**src/rtl/scan_la_driver_pkg.sv**
```systemverilog
// Shared constants and state encoding for the logic-analyser scan-chain driver.
package scan_pkg;

    // Default chain geometry.
    localparam int unsigned NUM_DESIGNS_DEF = 8;
    localparam int unsigned NUM_IOS_DEF     = 8;

    // Width of the design index / design counter (covers 0..NUM_DESIGNS).
    localparam int unsigned DSN_CNT_W = 9;

    // State encodings, in sequence order.
    localparam logic [3:0] ENC_IDLE        = 4'd0;
    localparam logic [3:0] ENC_IN_LO       = 4'd1;
    localparam logic [3:0] ENC_IN_HI       = 4'd2;
    localparam logic [3:0] ENC_LATCH_SETUP = 4'd3;
    localparam logic [3:0] ENC_LATCH       = 4'd4;
    localparam logic [3:0] ENC_LOAD_SETUP  = 4'd5;
    localparam logic [3:0] ENC_LOAD_HI     = 4'd6;
    localparam logic [3:0] ENC_LOAD_HOLD   = 4'd7;
    localparam logic [3:0] ENC_OUT_LO      = 4'd8;
    localparam logic [3:0] ENC_OUT_HI      = 4'd9;
    localparam logic [3:0] ENC_DONE        = 4'd10;

    typedef enum logic [3:0] {
        StIdle       = ENC_IDLE,
        StInLo       = ENC_IN_LO,
        StInHi       = ENC_IN_HI,
        StLatchSetup = ENC_LATCH_SETUP,
        StLatch      = ENC_LATCH,
        StLoadSetup  = ENC_LOAD_SETUP,
        StLoadHi     = ENC_LOAD_HI,
        StLoadHold   = ENC_LOAD_HOLD,
        StOutLo      = ENC_OUT_LO,
        StOutHi      = ENC_OUT_HI,
        StDone       = ENC_DONE
    } scan_state_e;

endpackage

```
**src/rtl/scan_phase_timer.sv**
```systemverilog
// Phase timer: counts 0..half_period, expire flags the last cycle of a phase.
module scan_phase_timer #(
    parameter int unsigned DIV_W = 8
) (
    input  logic             clk,
    input  logic             reset,
    input  logic             clear,
    input  logic [DIV_W-1:0] half_period,
    output logic             expire
);

    logic [DIV_W-1:0] count_q;

    // Counter restarts at 0 whenever the owner clears it (state entry / idle).
    always_ff @(posedge clk or posedge reset) begin
        if (reset) begin
            count_q <= '0;
        end else if (clear) begin
            count_q <= '0;
        end else begin
            count_q <= count_q + 1'b1;
        end
    end

    assign expire = (count_q == half_period);

endmodule

```
**src/rtl/scan_la_driver.sv**
```systemverilog
// Sequencer producing scan-chain drive signals for logic-analyser mode:
// shift a byte into one design, latch, load outputs, shift the chain back.
module scan_la_driver
    import scan_pkg::*;
#(
    parameter int unsigned NUM_DESIGNS = NUM_DESIGNS_DEF,
    parameter int unsigned NUM_IOS     = NUM_IOS_DEF,
    parameter int unsigned DIV_W       = 8
) (
    input  logic                 clk,
    input  logic                 reset,
    input  logic                 start,
    input  logic [DSN_CNT_W-1:0] design_sel,
    input  logic [NUM_IOS-1:0]   data_in,
    input  logic [DIV_W-1:0]     half_period,
    output logic                 busy,
    output logic                 done,
    output logic                 error,
    output logic [NUM_IOS-1:0]   data_out,
    output logic                 la_scan_clk,
    output logic                 la_scan_data,
    output logic                 la_scan_select,
    output logic                 la_scan_latch_en,
    input  logic                 la_scan_data_ret
);

    localparam int unsigned BIT_W = (NUM_IOS > 1) ? $clog2(NUM_IOS) : 1;
    localparam int unsigned SUM_W = DSN_CNT_W + 1;

    scan_state_e           state_q;
    logic [DSN_CNT_W-1:0]  sel_q;
    logic [DIV_W-1:0]      h_q;
    logic [NUM_IOS-1:0]    in_sr_q;
    logic [NUM_IOS-1:0]    cap_q;
    logic [BIT_W-1:0]      bit_q;
    logic [DSN_CNT_W-1:0]  dsn_q;
    logic                  err_q;

    logic expire;
    logic timer_clear;
    logic bit_last;
    logic in_last;
    logic out_last;
    logic target_win;
    logic sel_bad;

    // Decode counter boundaries and the return window of the target design.
    always_comb begin
        timer_clear = (state_q == StIdle) || (state_q == StDone) || expire;
        bit_last    = (bit_q == BIT_W'(NUM_IOS - 1));
        in_last     = bit_last && (dsn_q == sel_q);
        out_last    = bit_last && (dsn_q == DSN_CNT_W'(NUM_DESIGNS - 1));
        // Return samples arrive tail-first: window dsn_q belongs to design N-1-dsn_q.
        target_win  = (({1'b0, dsn_q} + {1'b0, sel_q}) == SUM_W'(NUM_DESIGNS - 1));
        sel_bad     = (design_sel >= DSN_CNT_W'(NUM_DESIGNS));
    end

    scan_phase_timer #(
        .DIV_W(DIV_W)
    ) u_timer (
        .clk        (clk),
        .reset      (reset),
        .clear      (timer_clear),
        .half_period(h_q),
        .expire     (expire)
    );

    // Main sequencer; chain pins are set on the edge that enters each state.
    always_ff @(posedge clk or posedge reset) begin
        if (reset) begin
            state_q          <= StIdle;
            sel_q            <= '0;
            h_q              <= '0;
            in_sr_q          <= '0;
            cap_q            <= '0;
            bit_q            <= '0;
            dsn_q            <= '0;
            err_q            <= 1'b0;
            busy             <= 1'b0;
            done             <= 1'b0;
            error            <= 1'b0;
            data_out         <= '0;
            la_scan_clk      <= 1'b0;
            la_scan_data     <= 1'b0;
            la_scan_select   <= 1'b0;
            la_scan_latch_en <= 1'b0;
        end else begin
            done  <= 1'b0;
            error <= 1'b0;
            unique case (state_q)
                StIdle: begin
                    if (start) begin
                        sel_q <= design_sel;
                        h_q   <= half_period;
                        bit_q <= '0;
                        dsn_q <= '0;
                        if (sel_bad) begin
                            err_q   <= 1'b1;
                            state_q <= StDone;
                        end else begin
                            err_q        <= 1'b0;
                            busy         <= 1'b1;
                            la_scan_clk  <= 1'b0;
                            la_scan_data <= data_in[NUM_IOS-1];
                            // Remaining bits shift out MSB first, zeros follow.
                            in_sr_q      <= data_in << 1;
                            state_q      <= StInLo;
                        end
                    end
                end
                StInLo: begin
                    if (expire) begin
                        la_scan_clk <= 1'b1;
                        state_q     <= StInHi;
                    end
                end
                StInHi: begin
                    if (expire) begin
                        la_scan_clk <= 1'b0;
                        if (in_last) begin
                            la_scan_data <= 1'b0;
                            bit_q        <= '0;
                            dsn_q        <= '0;
                            state_q      <= StLatchSetup;
                        end else begin
                            la_scan_data <= in_sr_q[NUM_IOS-1];
                            in_sr_q      <= in_sr_q << 1;
                            if (bit_last) begin
                                bit_q <= '0;
                                dsn_q <= dsn_q + 1'b1;
                            end else begin
                                bit_q <= bit_q + 1'b1;
                            end
                            state_q <= StInLo;
                        end
                    end
                end
                StLatchSetup: begin
                    if (expire) begin
                        la_scan_latch_en <= 1'b1;
                        state_q          <= StLatch;
                    end
                end
                StLatch: begin
                    if (expire) begin
                        la_scan_latch_en <= 1'b0;
                        la_scan_select   <= 1'b1;
                        state_q          <= StLoadSetup;
                    end
                end
                StLoadSetup: begin
                    if (expire) begin
                        la_scan_clk <= 1'b1;
                        state_q     <= StLoadHi;
                    end
                end
                StLoadHi: begin
                    if (expire) begin
                        la_scan_clk <= 1'b0;
                        state_q     <= StLoadHold;
                    end
                end
                StLoadHold: begin
                    if (expire) begin
                        la_scan_select <= 1'b0;
                        state_q        <= StOutLo;
                    end
                end
                StOutLo: begin
                    if (expire) begin
                        // Sample before the rising edge moves the chain.
                        if (target_win) begin
                            cap_q <= {cap_q[NUM_IOS-2:0], la_scan_data_ret};
                        end
                        la_scan_clk <= 1'b1;
                        state_q     <= StOutHi;
                    end
                end
                StOutHi: begin
                    if (expire) begin
                        la_scan_clk <= 1'b0;
                        if (out_last) begin
                            state_q <= StDone;
                        end else begin
                            if (bit_last) begin
                                bit_q <= '0;
                                dsn_q <= dsn_q + 1'b1;
                            end else begin
                                bit_q <= bit_q + 1'b1;
                            end
                            state_q <= StOutLo;
                        end
                    end
                end
                StDone: begin
                    done  <= 1'b1;
                    error <= err_q;
                    busy  <= 1'b0;
                    if (!err_q) begin
                        data_out <= cap_q;
                    end
                    state_q <= StIdle;
                end
                default: state_q <= StIdle;
            endcase
        end
    end

endmodule

```
**config.mk**
```make
export PLATFORM = sky130hd
export DESIGN_NAME = scan_la_driver
export DESIGN_NICKNAME = d
export VERILOG_FILES = /design/src/rtl/scan_la_driver_pkg.sv /design/src/rtl/scan_phase_timer.sv /design/src/rtl/scan_la_driver.sv
export SDC_FILE = /design/constraint.sdc
export NUM_CORES = 1
export LEC_CHECK = 0
export BUFFER_PORTS_ARGS = -buffer_cell sky130_fd_sc_hd__buf_4
export CAP_MARGIN = 20
export CORE_MARGIN = 2
export CORE_UTILIZATION = 30
export DETAILED_ROUTE_END_ITERATION = 8
export MAX_ROUTING_LAYER = met4
export PLACE_DENSITY_LB_ADDON = 0.12
export SLEW_MARGIN = 25
export SYNTH_ARGS = -nofsm -noshare
export SYNTH_HDL_FRONTEND = slang
export SYNTH_HIERARCHICAL = 1
export SYNTH_SLANG_ARGS = --single-unit
```
**constraint.sdc**
```tcl
create_clock -name clk -period 3.4 [get_ports clk]
set_clock_uncertainty 0.05 [all_clocks]
set_input_delay 0.17 -clock clk [delete_from_list [all_inputs] [get_ports clk]]
set_output_delay 0.17 -clock clk [all_outputs]
set_load 0.03 [all_outputs]
```
==> impl_results.md, run 1 <==
- Status: finished, final reports clean
- Crit-path slowest cell: fa_1
- Die H: 118 µm
- Endpoints failing hold: 0
- Via count: 2889
- Number of global-route vias before repair: 2978
- Total global-route track usage: 13.9%
- Most frequent cell after synthesis: dfrtp_1
- Clock-pin slew on the worst setup and hold paths: 60 ps
- CP Capture Type: flip-flop
- Max-cap violation count: 0
- Worst-case reg-to-reg path depth: 9
- Die area: 0.0140 mm²
- Final Cycle Share: 82.1%
- P&R area growth vs syn: 19.7%
- Initial antenna violation count: 0
- Hold Path Class: input pin to flip-flop
- Iteration-0 DRC Markers: 160
- Crit. path cell count: 9
- CTS tree: done
- EDFF count, synth: 0
- Req. time, crit path: 3570 ps
- IO buf count: 43
- WL/cell: 14.6 µm
- Clock Sinks: 72
- Power, Total: 1.76 mW
- Ys flop type: dfrtp_1
- Rows: 41
- Logic pwr share: 3.0%
- Setup violators final: 0
- Crit-path max cell delay: 430 ps
- Final core utilization: 37.0%
- Setup TNS: 0 ps
- Worst path bufs/invs: 1
- Synth Cell Area: 0.00391 mm²
- Fin nets: 462
- Core ar.: 0.0127 mm²
- Seq/Total Area, Yosys: 46.1%
- Fin crit period: 2790 ps
- Power density cells: 375 mW/mm²
- Top-area cell type share of the netlist area: 46.1%
- Fin worst setup slack: 608 ps
- Drt total wl: 8.71 mm
- YS warnings: 6
- HPWL Detailed: 6.17 mm
- DRT Pass-1 Iters: 4
- Pin count of the biggest net entering global routing: 50
- Clock Power Share: 48.2%
- Root Driver: clkbuf_16
- Synth top cells by count: dfrtp_1 (72), mux2_2 (42), nand2_1 (37)
- Critical-path cell list: ha_1 -> inv_1 -> fa_1 -> xor2_1 -> nor4_1 -> o2111ai_1 -> nor3_1 -> nand4_2 -> mux2_2
- Fin. max-slew vios: 0
- Finished Layout Cells: 596
- Ant. Diodes: 0
- Cells after Synth: 377
- Post-synth ARST share: 100%
- FF+latch count, synth: 72
- Share of cells above drive strength 1: 26.9%
- Clk_lat worst skew: 330 ps
- Vias per std cell: 4.85
- Initial Util: 30.9%
- Crit path DAT: 2960 ps
- Routability Congestion: 0.766
- Pint: 1.38 mW
- Die span in x: 118 µm
- Syn Area/Cell: 10.4 µm²
- Sw frac: 21.7%
- Antenna Violating Nets Remaining: 0
- RSZ-0062 raised after global routing: false
- Clock buffer depth: 2
- Crit-path leading delay family: simple AND/OR/NAND/NOR gates
- Drc violations: 0
- First-pass GRT wire length: 15.2 mm
- Top area cells in the synthesized netlist: dfrtp_1 (46%), mux2_2 (12%), ha_1 (4.2%), nand2_1 (3.6%), a21oi_1 (2.7%)
- Cts-stage hold buffer count: 1
- Cts bufs inserted: 9
- CP startpoint kind: flip-flop
- Relative slew slack: 40.9%
- Leakage: 2.29 nW
- Post-CTS sizing: 0
- Hold Crit Depth: 2
- Syn Nets: 420
- Htree depth: 3
- Setup CP Type: flip-flop to flip-flop
- Setup bufs post-CTS: 0
- Sequential power share: 48.9%
- DP Cell Count: 579
- Peak supply drop: 0.164 mV
- Area leader, netlist: dfrtp_1
- Net Sw Power: 0.382 mW
- Netlist cell types: 51
- Achievable frequency: 0.358 GHz
- Gr ovfl total: 0
- Pin slew with the least headroom to its limit: 885 ps
- Dpl ws: 592 ps
- Ports: 44
- Max FO, Critical Path: 8
[power by group through the flow]
| stage | registers (mW) | clock network, mW | logic, mW |
|---|---|---|---|
| 2_1_floorplan | 0.874 | 0 | 0.0182 |
| 3_3_place_gp | 0.874 | 0 | 0.0539 |
| 3_5_place_dp | 0.874 | 0 | 0.0542 |
| 4_1_cts | 0.858 | 0.879 | 0.0551 |
| 5_1_grt | 0.858 | 0.917 | 0.0606 |
| 6_report | 0.858 | 0.846 | 0.0526 |
[area by class of cell]
class,instances,area [µm²]
fill,1327,7990
sequential,72,1800
timing repair buffer,48,363
inverter,13,51.3
multi-input combinational,275,1990
clock inverter,5,33.8
clock buffer,11,233
tap,172,215
[metrics by stage]
| step | instance area [µm²] | hold slack (ps) |
|---|---|---|
| CTS | 4680 | 1.78 |
| finish | 4680 | 14.8 |
| global placement | 4400 | 114 |
| global route | 4680 | 7.23 |
| detailed placement | 4410 | 122 |
| floorplan | 3910 | -64.3 |
[cell usage in the layout (no fill, tap or decap), types with 3 or more instances in the layout]
| master | n |
|---|---|
| xnor2_1 | 11 |
| nand4_1 | 10 |
| o21ai_0 | 11 |
| mux2_2 | 42 |
| nor2b_1 | 5 |
| or3_1 | 4 |
| nand2b_1 | 4 |
| o31ai_1 | 3 |
| nor3_1 | 8 |
| nor4_1 | 3 |
| and3_1 | 6 |
| ha_1 | 13 |
| a21o_1 | 7 |
| o21bai_1 | 3 |
| nand2_1 | 37 |
| clkbuf_16 | 9 |
| nor2_1 | 27 |
| nand3_1 | 14 |
| buf_4 | 47 |
| inv_1 | 12 |
| a21oi_1 | 21 |
| xor2_1 | 11 |
| mux2i_1 | 3 |
| dfrtp_1 | 72 |
[state kept, by name, indices dropped and copies added, names as in the netlist]
| signal | cells |
|---|---|
| dsn_q | 9 |
| la_scan_clk | 1 |
| u_timer/count_q | 8 |
| error | 1 |
| err_q | 1 |
| done | 1 |
| la_scan_latch_en | 1 |
| la_scan_data | 1 |
| h_q | 8 |
| data_out | 8 |
| state_q | 4 |
| la_scan_select | 1 |
| busy | 1 |
| sel_q | 9 |
| bit_q | 3 |
| in_sr_q | 7 |
| cap_q | 8 |
[cell families (layout without fill, tap and decap cells)]
family / Yosys count / after routing / synth area share, %
buffers and inverters: 30 / 77 / 3.17
XOR/XNOR: 22 / 22 / 4.93
flip-flops: 72 / 72 / 46.1
multiplexers: 45 / 45 / 12.9
AND/OR/NAND/NOR: 135 / 135 / 18.6
adder cells (fa/ha/maj): 14 / 14 / 4.67
AO/OA/AOI/OAI: 59 / 59 / 9.69
[worst paths after layout]
kind                                        startpoint                           end  slack [ps]
worst max-delay path              dsn_q[0]$_DFFE_PP0P_          cap_q[0]$_DFFE_PP0P_         610
worst min-delay path                    half_period[3]            h_q[3]$_DFFE_PP0P_          10
worst max register to register    dsn_q[0]$_DFFE_PP0P_          cap_q[0]$_DFFE_PP0P_         610
worst min register to register  in_sr_q[1]$_DFFE_PP0P_        in_sr_q[1]$_DFFE_PP0P_         440
max in group asynchronous                        reset        in_sr_q[7]$_DFFE_PP0P_        2210
min in group asynchronous                        reset  u_timer/count_q[3]$_DFF_PP0_         320
[routing by layer]
layer	vias up	track usage, %	part of all wire, %
met5	-	-	0
li1	1434	-	-
met3	8	3.47	3.6
met4	0	5.27	1.2
met2	58	20.3	45
met1	1389	18.6	50
Power figures use the tool's default switching activity.
==> run 2: changes to the inputs <==
ABC_AREA = 1   (was unset)
clock period = 2.4 ns   (was 3.4 ns; I/O delays follow)
==> impl_results.md, run 2 <==
- Status: finished, final reports clean
- Cells after Synth: 546 (+45%)
- Register Area: 0.00180 mm² (unchanged)
- Die area: 0.0149 mm² (+6.8%)
- Multi-input logic area: 0.00207 mm² (+4.3%)
- Endpoints failing hold: 0 (unchanged)
- Syn Area/Cell: 7.67 µm² (-26%)
- Fin nets: 669 (+45%)
- Power density cells: 1010 mW/mm² (+170%)
- Post-synthesis xor/xnor area fraction: 0.627% (-4.3 points)
- HPWL Detailed: 7.83 mm (+27%)
- Synth Cell Area: 0.00419 mm² (+7.1%)
- Synth top cells by count: nand2_1 (167), dfrtp_1 (72), inv_1 (67)
- Root Driver: clkbuf_16
- Routability Congestion: 0.882 (+15%)
- Power, Total: 5.33 mW (+200%)
- RSZ-0062 raised after global routing: false
- Setup TNS: 0 ps (unchanged)
- Final Cycle Share: 90.1% (+8.0 points)
- Rows: 43 (+4.9%)
- FF+latch count, synth: 72 (unchanged)
- Vias per std cell: 4.52 (-6.8%)
- Critical-path cell list: ha_1 -> inv_1 -> fa_1 -> nor2_1 -> nand2_1 -> nor2_1 -> nand3_1 -> nor2_1 -> nand2_1 -> nor2_4 -> buf_4 -> nand4_1 -> nand2_1
- Pin count of the biggest net entering global routing: 39 (-22%)
- Die span in x: 122 µm (+3.4%)
- Relative slew slack: 60.0% (+19 points)
- P&R area growth vs syn: 26.4%
- Ports: 44 (unchanged)
- Max-cap violation count: 0 (unchanged)
- CP startpoint kind: flip-flop
- IO buf count: 43 (unchanged)
- Post-synth ARST share: 100% (unchanged)
- Drt total wl: 10.2 mm (+17%)
- Clock-pin slew on the worst setup and hold paths: 60 ps (about the same)
- DP Cell Count: 775 (+34%)
- Most frequent cells in the layout: nand2_1 (167), dfrtp_1 (72), inv_1 (65)
- Post-synthesis mux area share: 5.92% (-6.9 points)
- Gr ovfl total: 0 (unchanged)
- Fin crit period: 2160 ps (-629 ps)
- CTS tree: done
- Peak supply drop: 0.633 mV (+290%)
- R2r setup slk: 240 ps (-370 ps)
- Clock Sinks: 72 (unchanged)
- Setup violators final: 0 (unchanged)
- First-pass GRT wire length: 17.4 mm (+14%)
- Drc violations: 0 (unchanged)
- Crit-path slowest cell: fa_1
- Pin slew with the least headroom to its limit: 600 ps (-285 ps)
- Req. time, crit path: 2630 ps (-940 ps)
- Hold Path Class: input pin to flip-flop
- CP Capture Type: flip-flop
- Total global-route track usage: 15.7% (+1.8 points)
- Core ar.: 0.0138 mm² (+8.7%)
- Seq/Total Area, Yosys: 43.0% (-3.0 points)
- Syn Nets: 589 (+40%)
- Synth Area in Adders: 4.36% (-0.31 points)
- Area leader, netlist: dfrtp_1
- Setup CP Type: flip-flop to flip-flop
- Antenna Violating Nets Remaining: 0 (unchanged)
- Largest family of logic cells by synthesized area: simple AND/OR/NAND/NOR gates
- Clock buffer depth: 2 (unchanged)
- Ant. Diodes: 0 (unchanged)
- Crit-path max cell delay: 400 ps (-30 ps)
- RR Endpoint: cap_q[7]$_DFFE_PP0P_
- Fillers: 1459 (+9.9%)
- Achievable frequency: 0.462 GHz (+29%)
- Clk_lat worst skew: 350 ps (+20 ps)
- Finished Layout Cells: 811 (+36%)
- Iteration-0 DRC Markers: 229 (+43%)
- Ys flop type: dfrtp_1
- Hold_sp: design_sel[6]
- Htree depth: 3 (unchanged)
- Leading cell type in the layout, fill and taps excluded: nand2_1
- Initial Util: 30.4% (-0.46 points)
- Cts bufs inserted: 9 (unchanged)
- WL/cell: 12.6 µm (-14%)
- Hold Crit Depth: 3 (+1)
- Top area cells in the synthesized netlist: dfrtp_1 (43%), nand2_1 (15%), inv_1 (6.0%), mux2_2 (5.9%), nor2_1 (5.0%)
- R2r startpoint: sel_q[0]$_DFFE_PP0P_
- YS warnings: 6 (unchanged)
- Max FO, Critical Path: 8 (unchanged)
- Most frequent cell after synthesis: nand2_1
- Via count: 3663 (+27%)
- Leakage: 2.74 nW (+20%)
- DRT Pass-1 Iters: 4 (unchanged)
- Crit path DAT: 2390 ps (-570 ps)
- Compound-Gate Fraction of Synth Area: 6.10% (-3.6 points)
- Number of global-route vias before repair: 3633 (+22%)
- EDFF count, synth: 0 (unchanged)
- Top flop regs: dsn_q x9, sel_q x9
- Die H: 122 µm (+3.4%)
- Worst-case reg-to-reg path depth: 13 (+4)
- Hold Path End: sel_q[6]$_DFFE_PP0P_
- Top-area cell type share of the netlist area: 43.0% (-3.0 points)
- Initial antenna violation count: 0 (unchanged)
- Synth Area in Simple Gates: 32.2% (+14 points)
- Netlist cell types: 36 (-29%)
- Share of cells above drive strength 1: 20.4% (-6.4 points)
- Fin. max-slew vios: 0 (unchanged)
## run 2: cell count changes in the layout (fill, tap and decap cells not counted), sizes merged, moves of 11 or more
cell,before,now
nand2,37,173
nor2,27,68
mux2,42,22
inv,13,73
buf,47,58
o21ai,12,29
nand3,14,33
dlygate4sd3,1,19
xnor2,11,0
## run 2: logic make-up after synthesis
family,count (synthesis)
compound gates,47
xor+xnor,3
fa+ha+maj,14
buf+inv,82
flops,72
mux,22
simple gates,306
## run 2: layout make-up
class | count | share of cell area (%)
Timing Repair Buffer | 77 | 12.1
Tap cell | 180 | 4.26
Multi-Input combinational cell | 392 | 39.1
Inverter | 74 | 5.32
Clock inverter | 6 | 0.851
Sequential cell | 72 | 34.1
Clock buffer | 10 | 4.33
## run 2: repair_timing
action	CTS	global route
buffers inserted	0	1
hold buffers	19	0
gates resized for setup	0	3
setup endpoints to repair	0	20
hold endpoints to repair	52	0
## run 2: worst max path at each step
stage                               startpoint              endpoint  slack (ps)  cells after the start
after floorplan           dsn_q[0]$_DFFE_PP0P_  cap_q[0]$_DFFE_PP0P_         300                     13
after global placement    dsn_q[0]$_DFFE_PP0P_  cap_q[2]$_DFFE_PP0P_         210                     13
after detailed placement  dsn_q[0]$_DFFE_PP0P_  cap_q[5]$_DFFE_PP0P_         160                     13
after CTS                 dsn_q[0]$_DFFE_PP0P_  cap_q[5]$_DFFE_PP0P_         160                     13
after global routing      sel_q[0]$_DFFE_PP0P_  cap_q[6]$_DFFE_PP0P_          20                     13
final                     sel_q[0]$_DFFE_PP0P_  cap_q[7]$_DFFE_PP0P_         240                     13
## run 2: power breakdown
group	switching, mW	internal (mW)	total, mW
logic	1.44	0.877	2.32
registers	0.238	1.54	1.77
clock network	0.531	0.702	1.23
total	2.21	3.11	5.33
## run 2: per-stage QoR
stage	util, %	cell area, µm²	hold slack, ps	setup WS (ps)
2_1_floorplan	-	4190	-114	298
5_1_grt	38.4	5290	26.7	16.7
6_report	38.4	5290	28.4	238
3_5_place_dp	34.9	4810	55.7	157
3_3_place_gp	34.9	4810	60.7	212
4_1_cts	38.3	5270	8.01	159
## run 2: metal layers
layer  vias to the layer above  wire [µm]  GRT usage (%)
met4                         0        239           6.75
met2                        64       4500           24.1
met1                      1679       5070           19.8
li1                       1906          -              -
met5                         -          0              -
met3                        14        399           3.75
## run 2: worst max-delay path, delay by kind of cell, from the launching register on
kind                       cells  cell delay, ps
adders and majority gates      2             610
buffers and inverters          2             230
DFF                            1             390
and+or+nand+nor                9             820
==> run 3: changes to the inputs <==
SYNTH_HIERARCHICAL = unset   (was 1)
==> impl_results.md, run 3 <==
- Leakage: 2.76 nW (+0.63%)
- Drt total wl: 10.2 mm (-0.56%)
- Die H: 123 µm (+0.88%)
- Htree depth: 3 (unchanged)
- Top area cells in the synthesized netlist: dfrtp_1 (42%), nand2_1 (14%), mux2_2 (5.0%), inv_1 (4.2%), ha_1 (3.8%)
- Most frequent cell after synthesis: nand2_1
- EDFF count, synth: 0 (unchanged)
- Routability Congestion: 0.890 (+0.91%)
- CP startpoint kind: flip-flop
- Achievable frequency: 0.450 GHz (-2.7%)
- Relative slew slack: 53.7% (-6.2 points)
- First-pass GRT wire length: 17.1 mm (-1.7%)
- Peak supply drop: 0.466 mV (-26%)
- RSZ-0062 raised after global routing: true
- Clock-pin slew on the worst setup and hold paths: 60 ps (about the same)
- Clk_lat worst skew: 340 ps (about the same)
- Fin. max-slew vios: 0 (unchanged)
- Syn Nets: 568 (-3.6%)
- P&R area growth vs syn: 26.8%
- Dpl cell area: 0.00484 mm² (+0.75%)
- Root Driver: clkbuf_16
- Antenna Violating Nets Remaining: 0 (unchanged)
- Post-synth ARST share: 100% (unchanged)
- Gr ovfl total: 0 (unchanged)
- Setup CP Type: flip-flop to flip-flop
- Crit-path slowest cell: fa_1
- Hold_sp: data_in[5]
- Core ar.: 0.0139 mm² (+0.78%)
- IO buf count: 43 (unchanged)
- Clock buffer depth: 2 (unchanged)
- Final core utilization: 39.0% (+0.54 points)
- Die area: 0.0152 mm² (+1.8%)
- Fillers: 1448 (-0.75%)
- Final Cycle Share: 92.6% (+2.5 points)
- Crit path DAT: 2410 ps (+20 ps)
- Initial Util: 30.7% (+0.31 points)
- Total global-route track usage: 15.1% (-0.58 points)
- WL/cell: 12.9 µm (+2.9%)
- Via count: 3589 (-2.0%)
- CP Capture Type: flip-flop
- Die span in x: 123 µm (+0.88%)
- Setup violators final: 0 (unchanged)
- Drc violations: 0 (unchanged)
- Top flop regs: dsn_q x9, sel_q x9
- R2r startpoint: dsn_q[0]$_DFFE_PP0P_
- Most frequent cells in the layout: nand2_1 (154), dfrtp_1 (72), buf_4 (56)
- Fin crit period: 2220 ps (+59.2 ps)
- Synth top cells by count: nand2_1 (156), dfrtp_1 (72), inv_1 (48)
- Pin count of the biggest net entering global routing: 43 (+10%)
- Req. time, crit path: 2580 ps (-50 ps)
- Leading cell type in the layout, fill and taps excluded: nand2_1
- Crit-path max cell delay: 400 ps (about the same)
- Power density cells: 1050 mW/mm² (+3.9%)
- Fin nets: 642 (-4.0%)
- Top-area cell type share of the netlist area: 42.3% (-0.77 points)
- Endpoints failing hold: 0 (unchanged)
- Netlist cell types: 38 (+5.6%)
- Status: finished, final reports clean
- Number of global-route vias before repair: 3524 (-3.0%)
- Rows: 43 (unchanged)
- Cells after Synth: 525 (-3.8%)
- HPWL Detailed: 7.64 mm (-2.4%)
- Crit-path most repeated cell: nand2_1
- Setup crit start: dsn_q[0]$_DFFE_PP0P_
- Clock Sinks: 72 (unchanged)
- Ant. Diodes: 0 (unchanged)
- Syn Area/Cell: 8.12 µm² (+5.9%)
- Synth Cell Area: 0.00426 mm² (+1.8%)
- Ys flop type: dfrtp_1
- Vias per std cell: 4.58 (+1.4%)
- CTS tree: done
- Final Cell Area: 0.00541 mm² (+2.2%)
- Critical-path cell list: ha_2 -> inv_2 -> fa_1 -> nor2_1 -> nand2_1 -> nor2_1 -> nand3_1 -> nor2_2 -> nand3_2 -> nor2_8 -> nand3_4 -> nand2_1 -> nand2_1
- Ports: 44 (unchanged)
- Initial antenna violation count: 0 (unchanged)
- Share of cells above drive strength 1: 21.2% (+0.75 points)
- Max-cap violation count: 0 (unchanged)
- Pin slew with the least headroom to its limit: 693 ps (+93.2 ps)
- DRT Pass-1 Iters: 5 (+1)
- Iteration-0 DRC Markers: 172 (-25%)
- FF+latch count, synth: 72 (unchanged)
- YS warnings: 0 (-6)
- Max FO, Critical Path: 8 (unchanged)
- Hold Path Class: input pin to flip-flop
- Cts bufs inserted: 9 (unchanged)
- Seq/Total Area, Yosys: 42.3% (-0.77 points)
- Area leader, netlist: dfrtp_1
==> run 3: worst paths after layout <==
| path | endpoint | slack (ps) | cells after the start |
|---|---|---|---|
| min in group asynchronous | h_q[3]$_DFFE_PP0P_ | 400 | 3 |
| setup reg to reg | cap_q[3]$_DFFE_PP0P_ | 180 | 13 |
| hold reg to reg | cap_q[7]$_DFFE_PP0P_ | 420 | 2 |
| setup / recovery | cap_q[3]$_DFFE_PP0P_ | 180 | 13 |
| hold / removal | in_sr_q[6]$_DFFE_PP0P_ | 20 | 3 |
| max in group asynchronous | in_sr_q[3]$_DFFE_PP0P_ | 1220 | 4 |
==> run 3: logic make-up (layout without fill, tap and decap cells) <==
kind of cell    after synthesis  count (layout)  synth area share, %
mux                          25              25                 6.43
simple gates                286             286                 32.0
compound gates               47              47                 5.93
xor+xnor                     13              13                 2.67
fa+ha+maj                    14              14                 4.28
flops                        72              72                 42.3
buf+inv                      68             147                 6.46
==> run 3: repair_timing <==
| item | 4_1_cts | 5_1_grt |
|---|---|---|
| endpoints found under the hold margin | 47 | 0 |
| buffers inserted | 0 | 3 |
| gates resized for setup | 0 | 4 |
| endpoints found under the setup margin | 0 | 8 |
| hold buffers | 18 | 0 |
==> run 3: stage by stage <==
stage          instances  hold WS [ps]  total power [mW]  setup slack, ps  TNS, ps
6_report             784          17.4              5.66              178        0
5_1_grt              784          23.1              6.11            -17.4    -25.4
4_1_cts              781          7.49              5.75              117        0
3_5_place_dp         747           231              4.10              132        0
3_3_place_gp         747           242              4.08              162        0
2_1_floorplan        525           215              3.54              288        0
==> run 3: worst max-delay path, delay by kind of cell, from the launching register on <==
family / cells / cell delay, ps
simple gates: 10 / 1040
buf+inv: 1 / 50
flops: 1 / 380
fa+ha+maj: 2 / 590
==> run 3: per-layer routing <==
layer	up-vias	track usage (%)	routed length (µm)
met4	0	5.68	210
met5	-	-	0
met3	16	3.74	355
met2	56	25.0	4910
li1	1869	-	-
met1	1648	17.9	4680
==> run 3: power breakdown <==
part           switching (mW)  total (mW)  internal [mW]
Combinational            1.48        2.31          0.824
Clock                   0.521        1.59           1.07
Sequential              0.223        1.76           1.54
==> run 3: layout make-up <==
| cell class | count | area, µm² | share of cell area (%) |
|---|---|---|---|
| Clock buffer | 11 | 253 | 4.67 |
| Clock inverter | 5 | 103 | 1.90 |
| Inverter | 56 | 210 | 3.89 |
| Multi-Input combinational cell | 385 | 2190 | 40.6 |
| Sequential cell | 72 | 1800 | 33.3 |
| Tap cell | 180 | 225 | 4.16 |
| Timing Repair Buffer | 75 | 621 | 11.5 |
